--- config.mk ---
export PLATFORM = sky130hd
export DESIGN_NAME = char_lcd_seq
export DESIGN_NICKNAME = d
export VERILOG_FILES = /design/src/rtl/char_lcd_pkg.sv /design/src/rtl/char_lcd_seq_dwell_timer.sv /design/src/rtl/char_lcd_seq.sv
export SDC_FILE = /design/constraint.sdc
export NUM_CORES = 1
export LEC_CHECK = 0
export BUFFER_PORTS_ARGS = -buffer_cell sky130_fd_sc_hd__buf_2
export CAP_MARGIN = 20
export CORE_ASPECT_RATIO = 1.75
export CORE_MARGIN = 1.5
export CORE_UTILIZATION = 55
export DETAILED_ROUTE_END_ITERATION = 7
export GPL_TIMING_DRIVEN = 0
export MAX_ROUTING_LAYER = met4
export PLACE_DENSITY = 0.74
export SYNTH_ARGS = -nofsm -noshare
export SYNTH_HDL_FRONTEND = slang
export SYNTH_SLANG_ARGS = --single-unit
--- constraint.sdc ---
create_clock -name clk -period 4.05 [get_ports clk]
set_input_delay 0.405 -clock clk [delete_from_list [all_inputs] [get_ports clk]]
set_output_delay 0.405 -clock clk [all_outputs]
set_load 0.01 [all_outputs]
--- src/rtl/char_lcd_pkg.sv ---
// Shared types and constants for the character-LCD sequencer and its decoder.
// The decoder sees lcd_e = lcd_cnt[0] and lcd_state = lcd_cnt[8:1].
package char_lcd_pkg;

  localparam int LCD_CNT_W = 9;

  typedef logic [LCD_CNT_W-1:0] lcd_cnt_t;

  typedef enum logic [1:0] {
    PWRUP = 2'd0,
    RUN   = 2'd1,
    IDLE  = 2'd2
  } lcd_state_t;

  localparam lcd_cnt_t CNT_ZERO     = 9'h000;
  localparam lcd_cnt_t CNT_CLR_WAIT = 9'h006;
  localparam lcd_cnt_t CNT_HOME     = 9'h00A;
  localparam lcd_cnt_t CNT_LAST     = 9'h04D;
  localparam lcd_cnt_t CNT_PARK     = 9'h04E;

  function automatic int max_int(input int a, input int b);
    return (a > b) ? a : b;
  endfunction

endpackage

--- src/rtl/char_lcd_seq_dwell_timer.sv ---
// Dwell timer: counts cycles up to a loadable terminal count, pulses o_expire on
// the last cycle of the dwell and restarts from zero; i_clear holds it at zero.
module lcd_dwell_timer #(
  parameter int CNT_W = 4
) (
  input  logic             clk,
  input  logic             rst_n,
  input  logic             i_clear,
  input  logic [CNT_W:0]   i_term,
  output logic             o_expire
);

  logic [CNT_W-1:0] r_cnt;
  logic             w_hit;

  // Terminal count is one bit wider so a power-of-two dwell still fits.
  assign w_hit    = ({1'b0, r_cnt} == (i_term - (CNT_W+1)'(1)));
  assign o_expire = w_hit & ~i_clear;

  always_ff @(posedge clk) begin
    if (!rst_n || i_clear || w_hit) begin
      r_cnt <= '0;
    end else begin
      r_cnt <= r_cnt + CNT_W'(1);
    end
  end

endmodule

--- src/rtl/char_lcd_seq.sv ---
// Character-LCD step sequencer: power-up wait, per-step dwell with a long hold
// after Display Clear, one init frame, then refresh frames on request.
module char_lcd_seq
  import char_lcd_pkg::*;
#(
  parameter int STEP_CYC  = 50_000,
  parameter int PWRUP_CYC = 2_000_000,
  parameter int CLR_CYC   = 100_000
) (
  input  logic                 clk,
  input  logic                 rst_n,
  input  logic                 start,
  input  logic                 auto_refresh,
  output logic [LCD_CNT_W-1:0] lcd_cnt,
  output logic                 busy,
  output logic                 init_done,
  output logic                 frame_done
);

  localparam int DW = $clog2(max_int(PWRUP_CYC, STEP_CYC + CLR_CYC));
  localparam int TW = DW + 1;

  localparam logic [TW-1:0] TERM_PWRUP = TW'(PWRUP_CYC);
  localparam logic [TW-1:0] TERM_STEP  = TW'(STEP_CYC);
  localparam logic [TW-1:0] TERM_CLR   = TW'(STEP_CYC + CLR_CYC);

  lcd_state_t r_state, w_state_next;
  lcd_cnt_t   r_lcd_cnt, w_lcd_cnt_next;
  logic       r_busy, w_busy_next;
  logic       r_init_done, w_init_done_next;
  logic       r_frame_done, w_frame_done_next;

  logic          w_clear;
  logic          w_expire;
  logic [TW-1:0] w_term;

  // Dwell length depends only on registered state, never on this cycle's expire.
  assign w_term = (r_state == PWRUP)                                 ? TERM_PWRUP :
                  (r_state == RUN && r_lcd_cnt == CNT_CLR_WAIT)      ? TERM_CLR   :
                                                                       TERM_STEP;
  assign w_clear = (r_state == IDLE);

  lcd_dwell_timer #(
    .CNT_W (DW)
  ) u_timer (
    .clk      (clk),
    .rst_n    (rst_n),
    .i_clear  (w_clear),
    .i_term   (w_term),
    .o_expire (w_expire)
  );

  always_comb begin
    w_state_next      = r_state;
    w_lcd_cnt_next    = r_lcd_cnt;
    w_init_done_next  = r_init_done;
    w_frame_done_next = 1'b0;
    case (r_state)
      PWRUP: begin
        w_lcd_cnt_next = CNT_ZERO;
        if (w_expire) begin
          w_state_next = RUN;
        end
      end
      RUN: begin
        if (w_expire) begin
          if (r_lcd_cnt == CNT_LAST) begin
            w_lcd_cnt_next    = CNT_PARK;
            w_frame_done_next = 1'b1;
            w_init_done_next  = 1'b1;
            w_state_next      = IDLE;
          end else begin
            w_lcd_cnt_next = r_lcd_cnt + 9'd1;
          end
        end
      end
      IDLE: begin
        w_lcd_cnt_next = CNT_PARK;
        if (start || auto_refresh) begin
          w_lcd_cnt_next = CNT_HOME;
          w_state_next   = RUN;
        end
      end
      default: begin
        w_lcd_cnt_next = CNT_ZERO;
        w_state_next   = PWRUP;
      end
    endcase
    w_busy_next = (w_state_next != IDLE);
  end

  always_ff @(posedge clk) begin
    if (!rst_n) begin
      r_state      <= PWRUP;
      r_lcd_cnt    <= CNT_ZERO;
      r_busy       <= 1'b1;
      r_init_done  <= 1'b0;
      r_frame_done <= 1'b0;
    end else begin
      r_state      <= w_state_next;
      r_lcd_cnt    <= w_lcd_cnt_next;
      r_busy       <= w_busy_next;
      r_init_done  <= w_init_done_next;
      r_frame_done <= w_frame_done_next;
    end
  end

  assign lcd_cnt    = r_lcd_cnt;
  assign busy       = r_busy;
  assign init_done  = r_init_done;
  assign frame_done = r_frame_done;

endmodule

Word-level counts from Yosys, hierarchy flattened
Cells that the tools add are included.

operators by class
  $add $sub $neg = 3
  eq/ne operators = 7
  muxes and demuxes = 12
  bitwise logic cells = 2
  reductions and logical operators = 8

operators by type and width
  operator                                            number
  == test 21 x 22 -> 1 bit                            1
  subtractor 21 x 1 -> 22 bit, second input constant  1
  adder 21 x 1 -> 21 bit, second input constant       1
  2-to-1 mux 21 bit                                   1
  2-to-1 mux 18 bit                                   1
  2-to-1 mux 9 bit                                    2
  one-hot mux 9 bit (2 select lines)                  1
  adder 9 x 1 -> 9 bit, second input constant         1
  == test 9 x 3 -> 1 bit, second input constant       1
  == test 9 x 7 -> 1 bit, second input constant       1
  2-to-1 mux 2 bit                                    4
  2-to-1 mux 7 bit                                    1
  one-hot mux 2 bit (3 select lines)                  1
  AND reduction 3 bit                                 2
  logical OR 1 bit                                    3
  == test 2 x 1 -> 1 bit, second input constant       1
  == test 2 bit, second input constant                1
  logical NOT 2 bit                                   1
  != test 2 x 1 -> 1 bit, second input constant       1
  != test 2 bit, second input constant                1
  bitwise AND 1 bit                                   1
  logical AND 1 bit                                   1
  logical NOT 1 bit                                   1
  2-to-1 mux 1 bit                                    1
  NOT 1 bit                                           1

storage, ports and cells
  bits in registers = 35
  output and inout port bits = 12
  logic and storage cells = 38

Logic depth before layout (Yosys ltp)
Gate-level depths: netlist of the first run.

  depth after elaboration = 10
  gate-level depth with buffers = 10
  mapped depth without buffers = 8

Modules after synthesis
Synthesis of the first run repeated with hierarchy kept, for this count alone.

unflattened totals
  cell total of the unflattened synthesis = 305
  area, all modules = 2533.7 um^2

modules (own cells, without submodules)
  module           instances  cells an instance  area each (um^2)  sequential area each (um^2)
  lcd_dwell_timer  1          195                1626.6            420.4
  char_lcd_seq     1          110                907.1             280.3

Worst setup path after synthesis of the first run
Ideal clock, no wire load.

  path kind = flip-flop to flip-flop
  from = register r_state[0]
  to = register r_lcd_cnt[2] (netlist: lcd_cnt[2])
  setup time = 119 ps
  arrival = 2612 ps
  setup slack = 1319 ps
  cell stages (with the launch flop) = 11
  period minus slack after synthesis = 2731 ps
  cells stage by stage = dfxtp_1 inv_1 ha_1 buf_2 or4b_2 or4_1 o211ai_1 nand4_1 and2_1 clkbuf_1 o221a_1

between the ends
  longest elaborated chain between the ends = 8
  elaborated cells between the ends (all ways) = 12
  classes of those cells = add/sub: 1; eq/ne: 4; mux: 3; bitwise: 2; reduce/logical: 2

RTL lines
  element                                  RTL line                                RTL
  from (decl)                              char_lcd_seq.sv:27                      lcd_state_t r_state, w_state_next;
  from (signal assigned)                   char_lcd_seq.sv:100                     r_state <= w_state_next;
  == test 2 x 1 -> 1 bit                   char_lcd_seq.sv:39, char_lcd_seq.sv:58
  logical AND 1 bit                        char_lcd_seq.sv:39                      (r_state == RUN && r_lcd_cnt == CNT_CLR_WAIT) ? TERM_CLR :
  2-to-1 mux 18 bit                        char_lcd_seq.sv:39
  2-to-1 mux 21 bit                        char_lcd_seq.sv:38                      assign w_term = (r_state == PWRUP) ? TERM_PWRUP :
  subtractor 21 x 1 -> 22 bit              char_lcd_seq_dwell_timer.sv:17          assign w_hit = ({1'b0, r_cnt} == (i_term - (CNT_W+1)'(1)));
  == test 21 x 22 -> 1 bit                 char_lcd_seq_dwell_timer.sv:17
  bitwise AND 1 bit                        char_lcd_seq_dwell_timer.sv:18          assign o_expire = w_hit & ~i_clear;
  != test 2 x 1 -> 1 bit (no source line)  -
  to (signal assigned)                     char_lcd_seq.sv:101                     r_lcd_cnt <= w_lcd_cnt_next;
  to (decl)                                char_lcd_seq.sv:28                      lcd_cnt_t r_lcd_cnt, w_lcd_cnt_next;

Several ways; a longest one is shown, not always the timed one.
A chain may end at the register's enable or synchronous reset.

Final worst setup path of the first run
  from = register r_state[0]
  to = register u_timer.r_cnt[10]

between the ends
  longest elaborated chain between the ends = 7
  elaborated cells between the ends (all ways) = 10
  classes of those cells = add/sub: 1; eq/ne: 3; mux: 2; reduce/logical: 4

RTL lines
  element                      RTL line                        RTL
  == test 2 x 1 -> 1 bit       char_lcd_seq.sv:39
  logical AND 1 bit            char_lcd_seq.sv:39
  2-to-1 mux 18 bit            char_lcd_seq.sv:39
  2-to-1 mux 21 bit            char_lcd_seq.sv:38
  subtractor 21 x 1 -> 22 bit  char_lcd_seq_dwell_timer.sv:17
  == test 21 x 22 -> 1 bit     char_lcd_seq_dwell_timer.sv:17
  logical OR 1 bit (*)         char_lcd_seq_dwell_timer.sv:21  if (!rst_n || i_clear || w_hit) begin
  to (signal assigned)         char_lcd_seq_dwell_timer.sv:24  r_cnt <= r_cnt + CNT_W'(1);
  to (decl)                    char_lcd_seq_dwell_timer.sv:13  logic [CNT_W-1:0] r_cnt;

Mark *: on every way between the ends. The rest lies on a longest branch, timed or not.

==> impl_metrics.ini, run 1 <==
[run_status]
status = finished, final reports clean

[finish]
antenna_cells = 0
fillCellCount = 321
syn_to_final_growth_pct = 11.7
layout-drive-gt1-share_pct = 12.0
finalNonFillerCells = 294
fin_nets = 261

[sta]
setup_viol = 0
slew_headroom_pct = 44.9
final-max-slew-violation-count = 0
tns_ns = 0
worst_slew_pin_slew_ns = 0.824
rsz0062_at_grt = no
fin_hold_ws_ns = 0.473
min_period_over_period_pct = 75.7
finalCriticalPeriod_ns = 3.07
fin_skew_ns = 0.00615
hold_viol_final = 0
clock.fmax_mhz = 326

[clock_network]
clockRootBuffer = clkbuf_8
cts_resized = 0
numCtsBuffers = 5
clockBufferDepth = 2
cts_hold_buf = 0
cts_tree = yes
cts_setup_buffers = 0
cts.htree.levels = 2
clk_pin_slew_ns = 0.07
clkSinkCount = 35
insertion_delay_ns = 0.29

[pwr]
power.internal_mw = 0.506
swShare_pct = 20.3
p_switching_mw = 0.129
power_density_nw_per_um2 = 294
seqPwrFrac_pct = 55.0
clkPwrFrac_pct = 43.1
p_leak_nw = 0.865
p_comb_share_pct = 1.9
peakVddDrop_uv = 343

[die]
die_y_um = 81.5
start_util_pct = 57.6
io-pin-count = 16
dieArea_um2 = 3900
core_um2 = 3360
dieWidth_um = 47.8
core.rowCount = 28

[synth]
synth_area_per_cell_um2 = 8.53
synth-xor-area-share_pct = 9.05
yosysMostFrequentCell = dfxtp_1
synth_cell_type_count = 50
synth_ff_type = dfxtp_1
synth_top_area_cell = dfxtp_1
syn_area_um2 = 1940
synth.mux.area_fraction_pct = 2.13
ys_top_cells_by_area = dfxtp_1 (36%), xor2_1 (6.8%), nor2_1 (6.2%), ha_1 (5.8%), nand2_1 (3.3%)
synth-compound-area-share_pct = 14.5
ys_warn_count = 0
syn-num-nets = 240
synth_adder_area_share_pct = 5.82
synth_cells = 227
ys_seq_area_share_pct = 36.2
synth-simple-area-share_pct = 28.6
synthArstFlopShare_pct = 0
ys_ff_latch = 35
synth_enable_flop_cells = 0
synth_top_area_share_pct = 36.2
synthTopCellsByCount = dfxtp_1 (35), nor2_1 (32), nand2_1 (17)
synth_top_family_by_area = simple AND/OR/NAND/NOR gates

[place]
dp_hpwl_um = 3280
port_buffers = 14
routabilityCongestion = 0.872
dp.cells = 286

[detailed_routing]
antenna_left = 0
num_vias = 1691
drt-pass1-iter-count = 4
drc = 0
drt-total-wl_um = 4310
vias_per_cell = 5.75
drt-wirelength-per-cell_um = 14.7
drt_iter0_drc = 48

[run]
max_cap_viol_count = 0

[min_path]
hold_path.class = flip-flop to flip-flop

[global_routing]
grt_max_degree = 11
antenna_found_initial = 0
grt-ovfl-total = 0
grt_usage_pct = 26.9
grt_pass1_vias = 1723
grt_pass1_wl_um = 7390

[critical_path]
end_kind = flip-flop
worstPathMaxFanout = 10
start_kind = flip-flop
crit_arrival_ns = 3.24
worstPathRequired_ns = 4.22
path_class = flip-flop to flip-flop
critical path: stages, from the launching register on:
cell	delay (ns)
dfxtp_1	0.43
inv_1	0.14
ha_1	0.21
buf_2	0.17
or4b_2	0.61
or4_1	0.41
o211ai_1	0.12
nand4_1	0.28
nand3b_1	0.25
buf_2	0.25
nor2_1	0.08
stage by stage:
step	power (mW)	worst slack [ns]	area, µm²	utilization [%]
3_5_place_dp	0.369	0.980	2060	61.3
3_3_place_gp	0.369	1.02	2060	61.3
6_report	0.635	0.983	2160	64.3
2_1_floorplan	0.365	1.32	1940	-
4_1_cts	0.641	0.954	2160	64.3
5_1_grt	0.656	0.771	2160	64.3
cell families after synthesis:
group	after synthesis
xor gates and xnor gates	20
buffers and inverters	18
adders and majority gates	9
AOI/OAI and AO/OA	37
muxes	4
and+or+nand+nor	104
DFF	35
layout make-up:
cell class	count	area [µm²]	share of cell area, %
multi-input combinational	174	1160	53.8
sequential	35	701	32.4
clock buffer	8	100	4.63
timing repair buffer	14	70.1	3.24
tap	45	56.3	2.60
buffer	10	42.5	1.97
inverter	8	30.0	1.39
metal layers:
metal	GRT usage [%]	wire (µm)	share of wire (%)	vias to the layer above
met4	14.9	119	2.8	0
met1	25.2	1590	37	794
li1	-	-	-	849
met2	47.7	2460	57	35
met3	4.84	145	3.4	13
met5	-	0	0	-
power by group through the flow:
stage,logic (mW),registers [mW],clock network (mW)
floorplan,0.00874,0.356,0
global placement,0.0119,0.357,0
detailed placement,0.0122,0.357,0
CTS,0.0123,0.349,0.280
global route,0.0141,0.349,0.292
finish,0.0121,0.349,0.274
worst paths after layout:
| path | startpoint | cells after the start | slack [ns] | to |
|---|---|---|---|---|
| max | r_state[0] | 10 | 0.98 | u_timer.r_cnt[10] |
| min | u_timer.r_cnt[0] | 1 | 0.47 | u_timer.r_cnt[0] |
| max reg2reg | r_state[0] | 10 | 0.98 | u_timer.r_cnt[10] |
| min reg2reg | u_timer.r_cnt[0] | 1 | 0.47 | u_timer.r_cnt[0] |
cell usage in the layout (no fill, tap or decap), types with 3 or more instances in the layout:
cell type  Yosys  final
o211ai_1       3      3
inv_1          8      8
and3_1         7      7
a21oi_1        5      5
nand2_1       17     17
and4_1         3      3
buf_2          4     18
xnor2_1        5      5
dfxtp_1       35     35
clkbuf_1       6      7
ha_1           9      9
xor2_1        15     15
nor2_1        32     32
nand3_1       11     11
and2_1         4      4
nand4_1        8      8
a31oi_1        5      5
clkbuf_8       0      7
mux2i_1        3      3
o31ai_1        4      4
nor3_1         3      3
nor2b_1        3      3
state kept, by name, indices dropped and copies added (netlist names):
register and count:
u_timer.r_cnt 21, lcd_cnt 9, r_state 2, busy 1, frame_done 1, init_done 1
Power figures use the tool's default switching activity.
==> inputs of run 2 (changes only) <==
- ABC_AREA: unset -> 1
- clock period: 4.05 -> 2.9 ns (I/O delays scaled with it)
==> run 2 against run 1 <==
Against the previous run: cell count up 28%; fmax grew 41%; clock power up 42%; die area increased by 7.2%; sequential share of layout area decreased by 2.1 points; count of clock-buffer cells in the layout unchanged; wire length up 11%; core utilization fell by 0.49 points; design area up 7.1%; sequential power is 39% higher; combinational power up 76%.
==> impl_metrics.ini, run 2 <==
[pwr]
p_leak_nw = 1.00
peakVddDrop_uv = 415
power_density_nw_per_um2 = 387

[clock_network]
cts_setup_buffers = 0
cts_hold_buf = 0
cts.htree.levels = 2
insertion_delay_ns = 0.29
clkSinkCount = 35
clockBufferDepth = 2
clk_pin_slew_ns = 0.07
cts_resized = 0
cts_tree = yes
clockRootBuffer = clkbuf_8
numCtsBuffers = 5

[sta]
fin_hold_ws_ns = 0.346
setup_viol = 0
min_period_over_period_pct = 75.0
rsz0062_at_grt = no
tns_ns = 0
layout_setup_ws_ns = 0.724
final-max-slew-violation-count = 0
fin_skew_ns = 0.00684
finalCriticalPeriod_ns = 2.18
hold_viol_final = 0
worst_slew_pin_slew_ns = 0.405
slew_headroom_pct = 73.0
clock.fmax_mhz = 459

[critical_path]
start_kind = flip-flop
reg2reg_from = r_state[0]
crit_arrival_ns = 2.34
reg2reg_depth = 13
r2r_end = u_timer.r_cnt[13]
path_class = flip-flop to flip-flop
cp_cell_sequence = inv_1 > ha_1 > inv_2 > nor2_1 > nand2_1 > nand2_1 > nand2_1 > nor2_1 > nand3_2 > nor2_4 > nand3b_4 > buf_2 > nor3_1
worstPathMaxFanout = 10
end_kind = flip-flop
worstPathRequired_ns = 3.06
rrSetupSlack_ns = 0.72
slowest_delay_ns = 0.35
crit_top_cell = nand2_1
slowest_stage = dfxtp_1

[synth]
synthTopCellsByCount = nand2_1 (70), nor2_1 (47), inv_1 (43)
ys_warn_count = 0
syn_area_um2 = 2080
synth_cells = 306
synth_top_area_cell = dfxtp_1
synth_ff_type = dfxtp_1
yosysMostFrequentCell = nand2_1
synth_enable_flop_cells = 0
ys_ff_latch = 35
syn-num-nets = 319
synth_area_per_cell_um2 = 6.80
ys_top_cells_by_area = dfxtp_1 (34%), nand2_1 (13%), nor2_1 (8.5%), inv_1 (7.8%), ha_1 (5.4%)
synth_top_area_share_pct = 33.7
ys_seq_area_share_pct = 33.7
synth_cell_type_count = 34
synthArstFlopShare_pct = 0

[finish]
fin_nets = 341
most-common-layout-cells = nand2_1 (70), nor2_1 (47), inv_1 (43), dfxtp_1 (35), nand3_1 (22)
largest_register = u_timer.r_cnt
syn_to_final_growth_pct = 11.2
fillCellCount = 362
antenna_cells = 0
finalNonFillerCells = 375
layout-drive-gt1-share_pct = 12.2
largest_reg_flops = 21
final_common_cell = nand2_1
finalInstanceArea_um2 = 2310

[min_path]
hold_end = lcd_cnt[6]
hold_path.class = input port to flip-flop
min-delay-start = rst_n
hold_path_depth = 3

[global_routing]
grt_pass1_wl_um = 8110
antenna_found_initial = 0
grt_pass1_vias = 1898
grt-ovfl-total = 0
grt_usage_pct = 26.3
grt_max_degree = 11

[detailed_routing]
drc = 0
vias_per_cell = 5.19
m1WireLength_um = 1810
wl_met3_um = 115
drt_iter0_drc = 46
drt-total-wl_um = 4780
drt-wirelength-per-cell_um = 12.7
antenna_left = 0
drt-pass1-iter-count = 5
routed.top_layer = met4
num_vias = 1948
wl_met2_um = 2650

[die]
core_um2 = 3630
io-pin-count = 16
dieArea_um2 = 4180
die_y_um = 84.4
start_util_pct = 57.4
core.rowCount = 29
dieWidth_um = 49.5

[run_status]
status = finished, final reports clean

[place]
routabilityCongestion = 0.941
dp.cells = 367
port_buffers = 15
dp_hpwl_um = 3780
place_area_um2 = 2210
pre_cts_slack_ns = 0.742

[run]
max_cap_viol_count = 0
-- run 2: cell count changes in the layout (fill, tap and decap cells not counted), sizes merged, moves of 6 or more --
| cell | before | now |
|---|---|---|
| xor2 | 15 | 9 |
| clkbuf | 14 | 8 |
| nand3 | 11 | 25 |
| and3 | 7 | 1 |
| a21oi | 5 | 20 |
| inv | 8 | 44 |
| nand2 | 17 | 73 |
| nor3 | 3 | 9 |
| nor2 | 32 | 48 |
-- run 2: power breakdown --
group	switching [mW]	total, mW	internal (mW)
logic	0.0140	0.0213	0.00733
clock network	0.172	0.389	0.217
registers	0.00216	0.486	0.484
-- run 2: cell type report --
cell class,count,area [µm²],area share [%]
buffer,5,40.0,1.73
clock buffer,8,100,4.32
inverter,44,165,7.14
multi-input combinational,222,1180,50.8
sequential,35,701,30.3
tap,46,57.6,2.49
timing repair buffer,15,75.1,3.24
-- run 2: worst max-delay path, delay by kind of cell (launching register included) --
kind          cells  cell delay [ns]
flops             1             0.35
fa+ha+maj         1             0.34
buf+inv           3             0.49
simple gates      9             0.88
-- run 2: kinds of logic (layout without fill, tap and decap cells) --
group	Yosys count	count (layout)	synth area share, %
and+or+nand+nor	171	171	38.0
adders and majority gates	9	9	5.41
xor gates and xnor gates	10	10	4.21
buffers and inverters	49	72	9.86
AOI/OAI and AO/OA	32	32	8.89
DFF	35	35	33.7
-- run 2: how the worst max path moves through the flow --
stage / startpoint / end / cells after the start
after detailed placement: r_state[0] / u_timer.r_cnt[13] / 13
final: r_state[0] / u_timer.r_cnt[13] / 13
after global placement: r_state[0] / lcd_cnt[1] / 16
after CTS: r_state[0] / u_timer.r_cnt[13] / 13
after global routing: r_state[0] / lcd_cnt[7] / 15
after floorplan: r_state[0] / lcd_cnt[4] / 16
-- run 2: routing by layer --
metal  track usage [%]  vias up
met2              48.9       37
met1              24.0      882
met5                 -        -
li1                  -     1014
met4              16.4        0
met3              4.45       15
-- run 2: stage by stage --
stage | total power [mW] | util (%)
floorplan | 0.510 | -
global placement | 0.518 | 61.0
detailed placement | 0.519 | 61.0
CTS | 0.901 | 63.8
global route | 0.930 | 63.8
finish | 0.897 | 63.8
==> inputs of run 3 (changes only) <==
- CORE_UTILIZATION: 55 -> 54
- PLACE_DENSITY: 0.74 -> 0.76
- clock period: 2.9 -> 1.9 ns (I/O delays scaled with it)
==> run 3 against run 2 <==
Against the previous run: via count up 7.7%; register-to-register slack worse by 0.70 ns; sequential share of layout area fell by 3.4 points; critical path depth up 2; setup slack got worse by 0.70 ns; non-clock buffer count rose by 16; first-iteration DRC count up 22%; hold slack lost 0.10 ns; global-route usage rose by 0.32 points; total power up 65%; combinational power up 70%.
==> impl_metrics.ini, run 3 (synthesis gave the netlist of run 2 again) <==
[finish]
antenna_cells = 0
finalInstanceArea_um2 = 2640
syn_to_final_growth_pct = 26.9
fin_nets = 357
most-common-layout-cells = nand2_1 (66), inv_1 (39), nor2_1 (38), dfxtp_1 (31)
largest_reg_flops = 21
layout-drive-gt1-share_pct = 26.4
finalNonFillerCells = 391
final_common_cell = nand2_1
postLayoutCoreUtil_pct = 72.1
largest_register = u_timer.r_cnt

[place]
port_buffers = 15
dp.cells = 367
routabilityCongestion = 0.975
pre_cts_slack_ns = -0.253
dp_hpwl_um = 3690
place_area_um2 = 2210

[sta]
clock.fmax_mhz = 534
finalCriticalPeriod_ns = 1.87
min_period_over_period_pct = 98.6
hold_viol_final = 0
layout_setup_ws_ns = 0.0273
slew_headroom_pct = 74.1
fin_skew_ns = 0.00767
tns_ns = 0
final-max-slew-violation-count = 0
worst_slew_pin_slew_ns = 0.387
fin_hold_ws_ns = 0.246
rsz0062_at_grt = yes
setup_viol = 0

[run]
max_cap_viol_count = 0

[global_routing]
grt_usage_pct = 26.7
grt_pass1_vias = 2007
grt-ovfl-total = 0
grt_pass1_wl_um = 8390
antenna_found_initial = 0
grt_max_degree = 12

[die]
die_y_um = 85.1
start_util_pct = 56.8
core_um2 = 3660
core.rowCount = 29
io-pin-count = 16
dieArea_um2 = 4250
dieWidth_um = 49.9

[detailed_routing]
vias_per_cell = 5.37
drt-pass1-iter-count = 4
num_vias = 2098
drt-wirelength-per-cell_um = 13.8
drt-total-wl_um = 5390
drt_iter0_drc = 56
drc = 0
antenna_left = 0

[critical_path]
start_kind = flip-flop
worstPathMaxFanout = 8
end_kind = flip-flop
reg2reg_depth = 15
path_class = flip-flop to flip-flop
worstPathRequired_ns = 2.08
crit_arrival_ns = 2.06

[min_path]
hold_path.class = input port to flip-flop
hold_path_depth = 3

[pwr]
p_total_mw = 1.48
power_density_nw_per_um2 = 561
peakVddDrop_uv = 581
p_leak_nw = 1.13

[clock_network]
cts.htree.levels = 2
cts_tree = yes
clkSinkCount = 35
numCtsBuffers = 5
clockRootBuffer = clkbuf_8
insertion_delay_ns = 0.29
clockBufferDepth = 2
cts_hold_buf = 0
clk_pin_slew_ns = 0.07

[run_status]
status = finished, final reports clean
-- run 3: power by group --
part / switching (mW) / internal (mW) / total (mW)
logic: 0.0222 / 0.0141 / 0.0363
registers: 0.00413 / 0.736 / 0.740
clock network: 0.282 / 0.425 / 0.706
total: 0.308 / 1.17 / 1.48
-- run 3: layout make-up --
class                      count  area, µm²
sequential                    35        711
clock inverter                 2       35.0
fill                         322       1020
inverter                      44        173
tap                           46       57.6
multi-input combinational    222       1310
clock buffer                   6       82.6
timing repair buffer          31        216
buffer                         5       52.6
-- run 3: final timing paths --
path | startpoint | to | slack (ns)
worst max-delay path | r_state[0] | lcd_cnt[1] | 0.03
worst min-delay path | rst_n | lcd_cnt[8] | 0.25
worst max register to register | r_state[0] | lcd_cnt[1] | 0.03
worst min register to register | u_timer.r_cnt[0] | u_timer.r_cnt[0] | 0.43
-- run 3: repair_timing --
item | in CTS | in global routing
endpoints found under the hold margin | 0 | 0
cloned | 0 | 1
setup endpoints to repair | 35 | 34
buffers inserted | 2 | 13
gates resized for setup | 18 | 36
pin swaps | 2 | 13
-- run 3: critical path, stage by stage (launching register included) --
cell and delay, ns:
dfxtp_4 0.39, inv_4 0.05, ha_4 0.18, inv_4 0.07
nand3b_1 0.08, nand2_1 0.07, nand2_1 0.06, nor2_2 0.11
nand3_2 0.10, nor2_4 0.15, nand2_4 0.09, nand2_8 0.12
buf_12 0.12, nand2_1 0.05, nand2_1 0.09, a21oi_2 0.04
-- run 3: metal layers --
layer	vias up	GRT usage, %	share of wire, %
li1	1052	-	-
met1	943	23.0	34
met2	71	48.2	55
met3	32	4.93	3.4
met4	0	21.2	7.0
met5	-	-	0
